==> src/rtl/instr_fetch_unit_if.sv <==
// Fetch-unit bus bundle: instruction-memory req/ack channel plus the
// instruction/resolution handshake with the control unit.
interface instr_fetch_unit_if;
    logic        imem_req;
    logic [31:0] imem_addr;
    logic        imem_ack;
    logic [31:0] imem_rdata;
    logic [31:0] instr;
    logic        instr_valid;
    logic        instr_ready;
    logic        ctrl_valid;
    logic        branch;
    logic        jump;
    logic        taken;
    logic [31:0] pc;
    logic [31:0] link_addr;

    modport master (
        output imem_req, imem_addr, instr, instr_valid, pc, link_addr,
        input  imem_ack, imem_rdata, instr_ready, ctrl_valid, branch, jump, taken
    );

    modport slave (
        input  imem_req, imem_addr, instr, instr_valid, pc, link_addr,
        output imem_ack, imem_rdata, instr_ready, ctrl_valid, branch, jump, taken
    );
endinterface

==> src/rtl/instr_fetch_unit.sv <==
// BUBBLE instruction fetch and PC sequencer: fetch one word, issue it, wait for
// its branch/jump resolution, then fetch from the resolved next PC.
module instr_fetch_unit #(
    parameter logic [31:0] RESET_PC = 32'h0000_0000
) (
    input  logic               clk,
    input  logic               rst_n,
    instr_fetch_unit_if.master bus
);
    localparam logic [31:0] RESET_PC_ALIGNED = {RESET_PC[31:2], 2'b00};

    typedef enum logic [1:0] {
        IDLE    = 2'd0,
        FETCH   = 2'd1,
        ISSUE   = 2'd2,
        RESOLVE = 2'd3
    } state_e;

    state_e      state_q;
    logic [31:0] pc_q;
    logic [31:0] instr_q;
    logic [31:0] imem_addr_q;
    logic        imem_req_q;
    logic        instr_valid_q;
    logic [31:0] pc_plus4;
    logic [31:0] pc_d;

    function automatic logic [31:0] branch_target(input logic [31:0] base,
                                                  input logic [15:0] imm);
        logic signed [31:0] offset;
        offset = {{14{imm[15]}}, imm, 2'b00};
        return base + $unsigned(offset);
    endfunction

    function automatic logic [31:0] jump_target(input logic [31:0] base,
                                                input logic [25:0] index);
        return {base[31:28], index, 2'b00};
    endfunction

    assign pc_plus4 = pc_q + 32'd4;

    // jump outranks branch; taken only matters for a branch
    always_comb begin
        pc_d = pc_plus4;
        if (bus.jump) begin
            pc_d = jump_target(pc_plus4, instr_q[25:0]);
        end else if (bus.branch && bus.taken) begin
            pc_d = branch_target(pc_plus4, instr_q[15:0]);
        end
    end

    always_ff @(posedge clk or negedge rst_n) begin
        if (!rst_n) begin
            state_q       <= IDLE;
            pc_q          <= RESET_PC_ALIGNED;
            instr_q       <= 32'd0;
            imem_req_q    <= 1'b0;
            imem_addr_q   <= 32'd0;
            instr_valid_q <= 1'b0;
        end else begin
            case (state_q)
                IDLE: begin
                    state_q     <= FETCH;
                    imem_req_q  <= 1'b1;
                    imem_addr_q <= pc_q;
                end
                FETCH: begin
                    if (bus.imem_ack) begin
                        instr_q       <= bus.imem_rdata;
                        state_q       <= ISSUE;
                        imem_req_q    <= 1'b0;
                        imem_addr_q   <= 32'd0;
                        instr_valid_q <= 1'b1;
                    end
                end
                ISSUE: begin
                    if (bus.instr_ready) begin
                        state_q       <= RESOLVE;
                        instr_valid_q <= 1'b0;
                    end
                end
                RESOLVE: begin
                    if (bus.ctrl_valid) begin
                        pc_q        <= pc_d;
                        state_q     <= FETCH;
                        imem_req_q  <= 1'b1;
                        imem_addr_q <= pc_d;
                    end
                end
                default: begin
                    state_q       <= IDLE;
                    imem_req_q    <= 1'b0;
                    imem_addr_q   <= 32'd0;
                    instr_valid_q <= 1'b0;
                end
            endcase
        end
    end

    assign bus.imem_req    = imem_req_q;
    assign bus.imem_addr   = imem_addr_q;
    assign bus.instr       = instr_q;
    assign bus.instr_valid = instr_valid_q;
    assign bus.pc          = pc_q;
    assign bus.link_addr   = pc_plus4;
endmodule
==> src/flat_wrapper.sv <==
// flat-port wrapper written by rule: the top's interface ports become plain ports
module instr_fetch_unit_flat 
#(
    parameter logic [31:0] RESET_PC = 32'h0000_0000
)
  (clk, rst_n, bus_imem_req, bus_imem_addr, bus_instr, bus_instr_valid, bus_pc, bus_link_addr, bus_imem_ack, bus_imem_rdata, bus_instr_ready, bus_ctrl_valid, bus_branch, bus_jump, bus_taken);
  instr_fetch_unit_if bus_i ();
  input  logic clk;
  input  logic rst_n;
  output wire logic [$bits(bus_i.imem_req)-1:0] bus_imem_req;
  output wire logic [$bits(bus_i.imem_addr)-1:0] bus_imem_addr;
  output wire logic [$bits(bus_i.instr)-1:0] bus_instr;
  output wire logic [$bits(bus_i.instr_valid)-1:0] bus_instr_valid;
  output wire logic [$bits(bus_i.pc)-1:0] bus_pc;
  output wire logic [$bits(bus_i.link_addr)-1:0] bus_link_addr;
  input wire logic [$bits(bus_i.imem_ack)-1:0] bus_imem_ack;
  input wire logic [$bits(bus_i.imem_rdata)-1:0] bus_imem_rdata;
  input wire logic [$bits(bus_i.instr_ready)-1:0] bus_instr_ready;
  input wire logic [$bits(bus_i.ctrl_valid)-1:0] bus_ctrl_valid;
  input wire logic [$bits(bus_i.branch)-1:0] bus_branch;
  input wire logic [$bits(bus_i.jump)-1:0] bus_jump;
  input wire logic [$bits(bus_i.taken)-1:0] bus_taken;
  assign bus_imem_req = bus_i.imem_req;
  assign bus_imem_addr = bus_i.imem_addr;
  assign bus_instr = bus_i.instr;
  assign bus_instr_valid = bus_i.instr_valid;
  assign bus_pc = bus_i.pc;
  assign bus_link_addr = bus_i.link_addr;
  assign bus_i.imem_ack = bus_imem_ack;
  assign bus_i.imem_rdata = bus_imem_rdata;
  assign bus_i.instr_ready = bus_instr_ready;
  assign bus_i.ctrl_valid = bus_ctrl_valid;
  assign bus_i.branch = bus_branch;
  assign bus_i.jump = bus_jump;
  assign bus_i.taken = bus_taken;
  instr_fetch_unit #(.RESET_PC(RESET_PC)) u_core (.clk(clk), .rst_n(rst_n), .bus(bus_i));
endmodule
==> config.mk <==
export PLATFORM = sky130hd
export DESIGN_NAME = instr_fetch_unit_flat
export DESIGN_NICKNAME = d
export VERILOG_FILES = /design/src/rtl/instr_fetch_unit_if.sv /design/src/rtl/instr_fetch_unit.sv /design/src/flat_wrapper.sv
export SDC_FILE = /design/constraint.sdc
export NUM_CORES = 1
export LEC_CHECK = 0
export CELL_PAD_IN_SITES_DETAIL_PLACEMENT = 1
export CELL_PAD_IN_SITES_GLOBAL_PLACEMENT = 2
export CORE_AREA = 4 4 158 160
export DETAILED_ROUTE_END_ITERATION = 12
export DIE_AREA = 0 0 162 164
export GPL_TIMING_DRIVEN = 0
export MAX_ROUTING_LAYER = met4
export PLACE_DENSITY = 0.86
export SLEW_MARGIN = 20
export SYNTH_ARGS = -nofsm -noshare
export SYNTH_HDL_FRONTEND = slang
export SYNTH_SLANG_ARGS = --single-unit
==> constraint.sdc <==
create_clock -name clk -period 4.95 [get_ports clk]
set_clock_uncertainty 0.15 [all_clocks]
set_input_delay 1.2375 -clock clk [delete_from_list [all_inputs] [get_ports clk]]
set_output_delay 1.2375 -clock clk [all_outputs]
set_load 0.1 [all_outputs]
==> results of run 1 <==
[logic make-up (layout without fill, tap and decap cells)]
kind of cell / after synthesis / count (layout) / share of synthesized area (%)
simple gates: 280 / 280 / 20.1
compound gates: 218 / 218 / 19.8
buf+inv: 59 / 245 / 3.36
mux: 48 / 48 / 7.58
xor+xnor: 47 / 47 / 6.31
flops: 100 / 100 / 35.8
fa+ha+maj: 39 / 39 / 7.08
[cell usage after synthesis (4+ instances only)]
cell type and instances:
nor2_1 44, o211ai_1 7, clkbuf_1 29, and2_1 7, o21ai_1 25, mux2i_1 8
nand2b_1 10, a31oi_1 5, buf_2 5, o21ai_0 47, nor2b_1 10, xnor2_2 4
buf_1 7, mux2_2 40, xor2_1 17, o22ai_1 5, nand2_1 105, inv_1 15
dfrtp_1 100, xnor2_1 26, a21o_1 18, o21a_1 8, and3_1 22, nand3_1 28
nor4b_1 9, ha_1 38, nor3_1 13, nand4_1 13, a21oi_1 61
[cell type report]
| cell class | instances | share of cell area, % |
|---|---|---|
| Timing Repair Buffer | 170 | 17.8 |
| Inverter | 16 | 0.622 |
| Tap cell | 319 | 4.13 |
| Buffer | 43 | 1.81 |
| Clock inverter | 5 | 0.480 |
| Multi-Input combinational cell | 632 | 46.5 |
| Clock buffer | 11 | 2.51 |
| Sequential cell | 100 | 26.1 |
[sequential cells by signal, summed over array words and instances (netlist names)]
register,cells
u_core.bus.imem_req,1
u_core.bus.pc,32
u_core.bus.instr_valid,1
u_core.state_q,2
u_core.bus.instr,32
u_core.bus.imem_addr,32
[metal layers]
metal | vias to the layer above | part of all wire (%)
li1 | 3207 | -
met5 | - | 0
met2 | 197 | 48
met4 | 0 | 1.4
met1 | 3404 | 45
met3 | 27 | 5.3
[per-stage QoR]
stage,hold slack [ns],instances,cell area [um^2]
2_1_floorplan,0.348,791,7240
3_3_place_gp,0.303,1279,9340
3_5_place_dp,0.329,1280,9360
4_1_cts,0.348,1296,9640
5_1_grt,0.373,1296,9650
6_report,0.340,1296,9650
[worst register-to-register path, stage by stage, from the launching register on]
cell and delay (ns):
dfrtp_2 0.36, buf_2 0.23, nand3_2 0.15, nor4_4 0.48, nand2_1 0.17, or2_1 0.31
nor2_1 0.27, xor2_4 0.19, ha_1 0.29, a21o_1 0.24, a21o_1 0.19, a211oi_1 0.24
nand2_1 0.13, and3_1 0.21, a211oi_2 0.20, o2111ai_1 0.25, xor2_1 0.29, a31oi_1 0.11
[path summary, 6_finish.rpt]
check	from	end	slack, ns	cells after the start
worst max-delay path	u_core.bus.pc[4]	bus_link_addr[31]	0.14	8
worst min-delay path	u_core.bus.imem_addr[10]	u_core.bus.imem_addr[10]	0.34	2
worst max register to register	u_core.bus.pc[4]	u_core.bus.imem_addr[31]	0.36	17
worst min register to register	u_core.bus.imem_addr[10]	u_core.bus.imem_addr[10]	0.34	2
max in group asynchronous	rst_n	u_core.bus.pc[16]	3.34	2
min in group asynchronous	rst_n	u_core.bus.instr[27]	0.64	1
==> run metrics, run 1 <==
post-synthesis cell type count 77; post-place setup slack 0.204 ns; diodes inserted 0; vias in the first global route 7,199; via/cell ratio between 5 and 6; CP cell instances buf_2, nand3_2, nor4_4, nand2_1, nor2_2, nand4_1, xnor2_2, dlygate4sd2_1; max-cap viol count 0; Setup TNS 0 ns; H-tree depth 3; Rel. slew slack 29.0%; RSZ-0062 raised after global routing false; critical path required time between 3 and 4 ns; commonest non-fill, non-tap cell in the layout clkdlybuf4s50_1; TritonCTS clock tree built; Core Footprint between 20,000 and 25,000 um^2; Die Width 162 um; largest cells by area after synthesis dfrtp_1, ha_1, mux2_2; Slowest cell on crit path dlygate4sd2_1; worst-margin pin slew roughly 1.1 ns; largest net degree at the start of global routing 56; grt peak-use layer met2; Setup CP Type reg2out; crit share post-route between 90% and 100%; grt ovf 0; Slew Viols, Final 0; Top FF cell, synth dfrtp_1; full die area around 27,000 um^2; Crit path max-delay family simple AND/OR/NAND/NOR gates; port bufs 169; final net count 1,051; layout cell share with drive strength beyond 1 13.2%; Tmin final about 4.8 ns; met3 Track Usage GR 3.69%; largest area contributor in the netlist dfrtp_1; DRC Markers 0; Final ANT Viol Nets 0; Syn Area/Cell 8.85 um^2; syn_nets 870; Post-CTS Hold Buffers 0; Clock transition at path regs ~0.08 ns; critical path buffer and inverter count 2; Ports 170; Clock Path Buffers 2; Util after Layout about 41%; Reg area 2520 um^2; HPWL Detailed 21.7 mm; CP max stage delay 0.88 ns; status completed; flops & latches, synth 100; CP Launch Type flip-flop; initial antenna violation count 0; Max Clk Rate 0.208 GHz; Global Route Usage Sum a little over a fifth; met2 Use GR 36.0%; CP Max Fanout 8; DRT iter0 DRCs ~350; via count approximately 6,800; GPL Wtd Cong 0.898; area of the multi-input gates 4490 um^2; Netlist Area Pre-Place 7000 um^2; setup bufs post-CTS 0; cells after synthesis 791; Seq/Total Area, Yosys 35.8%; row count 56; Final WS setup 0.143 ns; total wire length 27.9 mm; Filler cells about 2,700; die height 164 um; crit path DAT 3.42 ns; Post-synth EDFFs 0; most frequent cells in the layout clkdlybuf4s50_1, nand2_1, dfrtp_1; ys async rst share 100%; Routed wire per std cell 21.5 um; warnings from Yosys 0; CTS root buffer clkbuf_16; CTS sink cnt 100; number of CTS-inserted buffers 9; final setup fails 0; clock latency on the worst-skew pair 0.37 ns; final hold violation count 0; starting density of the core 29.9%; HP Class reg2reg; Area growth syn-to-layout 38.0%; GR met1 Demand/Resource 28.1%; post-synth top area share between 30 and 40%; drt first pass iters 5; first-pass GRT wire length ~43 mm; PostCTS Resize Cnt 7; Setup crit end kind output pin
Power of run 1 is left out: the tool's default activity adds up to more than one toggle a clock period on the data nets, which glitch-free logic cannot reach.
==> run 2: changes to the inputs <==
--- a/config.mk
+++ b/config.mk
@@ -5,6 +5,7 @@
 export SDC_FILE = /design/constraint.sdc
 export NUM_CORES = 1
 export LEC_CHECK = 0
+export ABC_AREA = 0
 export CELL_PAD_IN_SITES_DETAIL_PLACEMENT = 1
 export CELL_PAD_IN_SITES_GLOBAL_PLACEMENT = 2
 export CORE_AREA = 4 4 158 160
@@ -13,7 +14,6 @@
 export GPL_TIMING_DRIVEN = 0
 export MAX_ROUTING_LAYER = met4
 export PLACE_DENSITY = 0.86
-export SLEW_MARGIN = 20
 export SYNTH_ARGS = -nofsm -noshare
 export SYNTH_HDL_FRONTEND = slang
 export SYNTH_SLANG_ARGS = --single-unit
==> run metrics, run 2 (synthesis results as in run 1) <==
DRC Markers 0 (unchanged); Ports 170 (unchanged); Finished Cell Area 9650 um^2 (about the same); Max Clk Rate 0.208 GHz (about the same); number of CTS-inserted buffers 9 (unchanged); critical path required time 3.56 ns (about the same); starting density of the core 29.9% (unchanged); full die area 26,600 um^2 (unchanged); Setup crit end kind output pin; Slew Viols, Final 0 (unchanged); DRT iter0 DRCs 345 (unchanged); via/cell ratio 5.28 (about the same); die height 164 um (unchanged); initial antenna violation count 0 (unchanged); Setup CP Type reg2out; CP Launch Type flip-flop; Core Footprint 23,400 um^2 (unchanged); HPWL Detailed 21.7 mm (about the same); total wire length 27.9 mm (about the same); Post-DP Area 9360 um^2 (about the same); vias in the first global route 7,199 (unchanged); via count 6,837 (+0.029%); WHS Path Cells 2 (unchanged); CTS sink cnt 100 (unchanged); row count 56 (unchanged); CTS root buffer clkbuf_16; RSZ-0062 raised after global routing false; final setup fails 0 (unchanged); Filler cells 2,746 (+0.073%); Final ANT Viol Nets 0 (unchanged); GPL Wtd Cong 0.898 (unchanged); setup bufs post-CTS 0 (unchanged); port bufs 169 (unchanged); CP Max Fanout 8 (unchanged); drt first pass iters 5 (unchanged); crit share post-route 97.1% (about the same); Reg2Reg Launch Point u_core.bus.pc[4]; internal reg-to-reg setup slack 0.36 ns (about the same); HP Class reg2reg; worst flop-to-flop path endpoint u_core.bus.imem_addr[31]; crit path DAT 3.42 ns (about the same); status completed; Register-to-Register Path Depth 17 (unchanged); final hold violation count 0 (unchanged); Layout Cells excl Fill 1,296 (unchanged); most frequent cells in the layout clkdlybuf4s50_1, nand2_1, dfrtp_1; Post-CTS Hold Buffers 0 (unchanged); H-tree depth 3 (unchanged); commonest non-fill, non-tap cell in the layout clkdlybuf4s50_1; Global Route Usage Sum 21.6% (unchanged); Min-Delay Endpoint u_core.bus.imem_addr[10]; Routed wire per std cell 21.5 um (about the same); diodes inserted 0 (unchanged); Placed Cells 1,280 (unchanged); max-cap viol count 0 (unchanged); final net count 1,051 (unchanged); Rel. slew slack 29.0% (unchanged); layout cell share with drive strength beyond 1 13.2% (unchanged); first-pass GRT wire length 42.9 mm (unchanged); worst-margin pin slew 1.06 ns (unchanged); clock latency on the worst-skew pair 0.37 ns (about the same); TritonCTS clock tree built; Clock Path Buffers 2 (unchanged); Area growth syn-to-layout 37.9% (about the same); Clock transition at path regs 0.08 ns (about the same); largest net degree at the start of global routing 56 (unchanged); grt ovf 0 (unchanged); Tmin final 4.81 ns (-0.0000260 ns); Die Width 162 um (unchanged); Worst Min Path Start u_core.bus.imem_addr[10]
==> run 2: worst max-delay path: stages, from the launching register on <==
cell and delay (ns):
dfrtp_2 0.36, buf_2 0.23, nand3_2 0.14, nor4_4 0.48, nand2_1 0.29, nor2_2 0.24
nand4_1 0.19, xnor2_2 0.23, dlygate4sd2_1 0.88
==> run 2: what timing repair did <==
item | 4_1_cts | 5_1_grt
endpoints found under the setup margin | 7 | 4
gates resized for setup | 7 | 4
pin swaps | 0 | 0
==> run 2: metal layers <==
layer,vias up,track usage [%],wire length (um),share of wire [%]
li1,3207,-,-,-
met1,3406,28.1,12600,45
met2,197,36.0,13500,48
met3,27,3.69,1490,5.3
met4,0,4.46,404,1.4
met5,-,-,0,0
==> run 2: worst max-delay path by stage <==
stage	startpoint	end	slack (ns)	cells after the start
finish	u_core.bus.pc[4]	bus_link_addr[31]	0.14	8
global route	u_core.bus.pc[4]	bus_link_addr[25]	0.01	8
CTS	u_core.bus.pc[4]	bus_link_addr[19]	0.02	7
detailed placement	u_core.bus.pc[4]	bus_link_addr[31]	0.20	8
global placement	rst_n	u_core.bus.pc[18]	-2.10	1
floorplan	u_core.bus.pc[14]	u_core.bus.imem_addr[31]	-0.01	16
==> run 2: cell type report <==
| class | instances | area (um^2) | area share, % |
|---|---|---|---|
| multi-input cells | 632 | 4490 | 46.5 |
| repair buffers | 170 | 1720 | 17.8 |
| clock inverters | 5 | 46.3 | 0.480 |
| clock buffers | 11 | 243 | 2.52 |
| well taps | 319 | 399 | 4.14 |
| inverters | 16 | 60.1 | 0.622 |
| plain buffers | 43 | 175 | 1.82 |
| flip-flops and latches | 100 | 2520 | 26.1 |
==> run 2: per-stage QoR <==
| stage | setup WS [ns] | setup TNS, ns | hold slack [ns] | utilization (%) |
|---|---|---|---|---|
| after floorplan | -0.0137 | -0.0137 | 0.348 | - |
| after global placement | -2.10 | -173.77 | 0.303 | 39.9 |
| after detailed placement | 0.204 | 0 | 0.329 | 40.0 |
| after CTS | 0.0234 | 0 | 0.348 | 41.2 |
| after global routing | 0.0143 | 0 | 0.373 | 41.2 |
| final | 0.143 | 0 | 0.340 | 41.2 |
Power of run 2 is left out for the same reason.
==> patch 1: new RTL, settings of run 1 <==
Reset style: synchronous (`rst_n`), changed in one clocked block.
--- a/src/rtl/instr_fetch_unit.sv
+++ b/src/rtl/instr_fetch_unit.sv
@@ -50,5 +50,5 @@
     end
 
-    always_ff @(posedge clk or negedge rst_n) begin
+    always_ff @(posedge clk) begin
         if (!rst_n) begin
             state_q       <= IDLE;
Formal check against the unedited RTL: differs if rst_n is asserted again (counterexample within 4 cycles, from zero or initial values and one cycle with rst_n low); with rst_n held inactive, the same outputs for 4 cycles.
==> patch 1 against run 1 <==
  * Utilization down 1.5 points
  * Maximum frequency up 1.2%
  * Synthesized area down 5.5%
  * Design area down 3.5%
  * Routed wire length up 5.4%
  * Sequential cell count unchanged
  * Count of clock-buffer cells in the layout down 1
  * Worst setup slack better by 0.056 ns
==> patch 1: results (changes against run 1) <==
- Status: complete, no violations
- Fraction of area in multi-input gates: 49.4% (+2.9 points)
- Multi-In Gates: 711 (+13%)
- Met2 WL: 13800 um (+2.5%)
- Final Wtd Congestion: 0.883 (-1.7%)
- Area contributors post-synth: dfxtp_1 (30%), nand2_1 (9.3%), a21oi_1 (8.5%)
- Final non-clock buffer share: 20.7% (+1.0 points)
- Clock buffers: 10 (-1)
- Mux cell area share after synthesis: 0.908% (-6.7 points)
- Ys async rst share: 0% (-100 points)
- GRT met3 Usage: 4.37% (+0.68 points)
- First-pass DRT Iterations: 4 (-1)
- Share of post-route cells with drive strength above 1: 7.45% (-5.8 points)
- Clock buf/inv share: 3.12% (+0.12 points)
- Post_cts resized: 12 (+5)
- Routed wire length: 29400 um (+5.4%)
- Crit path arrival time: 3.36 ns (-0.06 ns)
- Worst-margin pin slew: 1.04 ns (-0.0231 ns)
- Dominant synthesized flop cell: dfxtp_1
- Number of non-clock buffers in the layout: 226 (+6.1%)
- Sequential area share after synthesis: 30.3% (-5.5 points)
- M1 WL: 13600 um (+8.5%)
- Vias in the first global route: 7549 (+4.9%)
- Met3 wire len: 1490 um (+0.13%)
- Largest net degree at the start of global routing: 21 (-63%)
- Cell Area, Synth: 6620 um2 (-5.5%)
- Post-Synth Adder-Cell Area: 7.49% (+0.41 points)
- Filler cells: 2897 (+5.6%)
- Inverters: 21 (+5)
-- patch 1: worst paths after layout --
check | startpoint | end | slack, ns | cells past startpoint
max | u_core.bus.pc[2] | bus_link_addr[28] | 0.20 | 7
min | u_core.bus.imem_addr[0] | u_core.bus.imem_addr[0] | 0.31 | 2
max reg2reg | u_core.bus.pc[2] | u_core.bus.pc[31] | 0.44 | 16
min reg2reg | u_core.bus.imem_addr[0] | u_core.bus.imem_addr[0] | 0.31 | 2
-- patch 1: critical path: stages (launching register included) --
cell	delay (ns)
dfxtp_2	0.42
ha_1	0.22
and4_1	0.27
nand3_1	0.25
nor2_4	0.41
nand4_1	0.27
xnor2_4	0.27
clkdlybuf4s15_1	0.86
-- patch 1: stage by stage --
step           cells  utilization, %  setup slack [ns]  setup TNS, ns
6_report        1393            39.8             0.199              0
5_1_grt         1393            39.8            0.0156              0
4_1_cts         1393            39.7            0.0252              0
3_5_place_dp    1377            38.5             0.251              0
3_3_place_gp    1377            38.5             0.271              0
2_1_floorplan    889               -           -0.0752        -0.0776
==> patch 2: new RTL, config.mk and constraints of run 1 <==
Without the edit above. The 4 states of `state_e` get a one-hot encoding in 4 bits.
--- a/src/rtl/instr_fetch_unit.sv
+++ b/src/rtl/instr_fetch_unit.sv
@@ -10,9 +10,9 @@
     localparam logic [31:0] RESET_PC_ALIGNED = {RESET_PC[31:2], 2'b00};
 
-    typedef enum logic [1:0] {
-        IDLE    = 2'd0,
-        FETCH   = 2'd1,
-        ISSUE   = 2'd2,
-        RESOLVE = 2'd3
+    typedef enum logic [3:0] {
+        IDLE    = 4'b0001,
+        FETCH   = 4'b0010,
+        ISSUE   = 4'b0100,
+        RESOLVE = 4'b1000
     } state_e;
 
Function: no difference found for any inputs over 4 cycles, from zero or initial values and one cycle with rst_n low; so few cycles prove little.
==> patch 2 against run 1 <==
  * Design area decreased by 2.3%
  * Final cell count shrank 3.9%
  * Routed wire length fell by 5.3%
  * Synthesized area decreased by 5.0%
  * Worst setup slack improved by 0.058 ns
  * Sequential cell count grew 2
  * Critical path depth is 2 lower
  * Critical path type unchanged
  * Largest cell class unchanged
Power is not shown: default switching activity piles up to over one toggle a cycle in this logic, so the estimate is an artifact.
==> patch 2: results (changes against run 1) <==
- Placement Cell Area: 9100 um2 (-2.8%)
- Synth Instances: 736 (-7.0%)
- YS warnings: 0 (unchanged)
- Ys async rst share: 100% (unchanged)
- Crit path arrival time: 3.36 ns (-0.06 ns)
- Non-Filler Instances: 1246 (-3.9%)
- Syn_nets: 810 (-6.9%)
- Port Buf Inserts: 169 (unchanged)
- CTS Buffer Depth: 2 (unchanged)
- Crit Path Max Fanout: 7 (-1)
- Largest delay share family, worst path: buffers and inverters
- CTS tree: yes
- CTS clk-pin slew, worst paths: 0.08 ns (about the same)
- Initial drt markers: 355 (+2.9%)
- Via count: 6479 (-5.2%)
- # diodes: 0 (unchanged)
- Root Buffer: clkbuf_16
- Total CTS buffers: 9 (unchanged)
- Area contributors post-synth: dfrtp_1 (38%), ha_1 (6.2%), mux2_2 (5.9%)
- Initial antenna violation count: 0 (unchanged)
- Filler cells: 2724 (-0.73%)
- Total global-route track usage: 20.4% (-1.2 points)
- Share of post-route cells with drive strength above 1: 14.2% (+1.0 points)
- Top sig layer: met4
- CP max stage cell: clkdlybuf4s50_1
- GR Layer Usage met1: 25.8% (-2.3 points)
- Most instantiated cells after synthesis: dfrtp_1 (101), nand2_1 (98), a21oi_1 (55), o21ai_0 (51), nor2_1 (50)
- GRT met3 Usage: 3.06% (-0.63 points)
- H-tree Lvls: 3 (unchanged)
- First-pass DRT Iterations: 6 (+1)
- First-pass GRT wire length: 40500 um (-5.5%)
- Worst skew pair latency: 0.36 ns
- Layout Nets: 996 (-5.2%)
- Largest net degree at the start of global routing: 67 (+20%)
- M2 GR Usage: 34.5% (-1.4 points)
- M1 WL: 11900 um (-5.3%)
- Pre-CTS WS: -0.332 ns (-0.536 ns)
- Vias in the first global route: 6877 (-4.5%)
- Sequential area share after synthesis: 38.4% (+2.6 points)
- Met2 WL: 12900 um (-3.8%)
- CP peak stage delay: 1.18 ns (+0.30 ns)
- Min-Delay Path Class: flip-flop to flip-flop
- Relative slew margins: 27.2% (-1.8 points)
- DP HPWL: 20200 um (-7.1%)
- Routed wire length: 26400 um (-5.3%)
- Final Setup Violations: 0 (unchanged)
- Final Wtd Congestion: 0.897 (-0.10%)
- Status: complete, no violations
- Met3 wire len: 1130 um (-24%)
- Synth cell types: 65 (-16%)
[patch 2: kinds of logic (layout without fill, tap and decap cells)]
kind of cell,count (synthesis),in the layout,synth area share (%)
fa+ha+maj,34,34,6.51
buf+inv,64,255,3.78
xor+xnor,52,52,6.96
mux,36,36,6.08
flops,102,102,38.4
simple gates,217,217,15.4
compound gates,231,231,22.9
[patch 2: metrics by stage]
stage / setup TNS (ns) / hold slack (ns)
4_1_cts: 0 / 0.341
2_1_floorplan: 0 / 0.521
6_report: 0 / 0.335
3_5_place_dp: -1.43 / 0.324
5_1_grt: 0 / 0.380
3_3_place_gp: -182.96 / 0.315
[patch 2: cell type report]
class | instances | area [um2] | area share, %
Sequential cell | 102 | 2570 | 27.3
Buffer | 44 | 176 | 1.87
Clock inverter | 7 | 56.3 | 0.597
Timing Repair Buffer | 175 | 1750 | 18.6
Multi-Input combinational cell | 570 | 4170 | 44.2
Clock buffer | 9 | 225 | 2.39
Tap cell | 319 | 399 | 4.23
Inverter | 20 | 75.1 | 0.796
[patch 2: timing repair]
item,in CTS,in global routing
resized for setup,30,7
pin swaps,2,2
setup buffers,0,4
setup endpoints to repair,17,14
cloned,0,0
[patch 2: final timing paths]
| path | start | end | slack [ns] | cells after the start |
|---|---|---|---|---|
| max | u_core.bus.pc[4] | bus_link_addr[15] | 0.20 | 6 |
| min | u_core.bus.imem_addr[2] | u_core.bus.imem_addr[2] | 0.34 | 2 |
| max reg2reg | u_core.bus.pc[2] | u_core.bus.imem_addr[30] | 0.37 | 17 |
| min reg2reg | u_core.bus.imem_addr[2] | u_core.bus.imem_addr[2] | 0.34 | 2 |
| max in group asynchronous | rst_n | u_core.state_q[0] | 3.33 | 2 |
| min in group asynchronous | rst_n | u_core.bus.instr[7] | 0.62 | 1 |
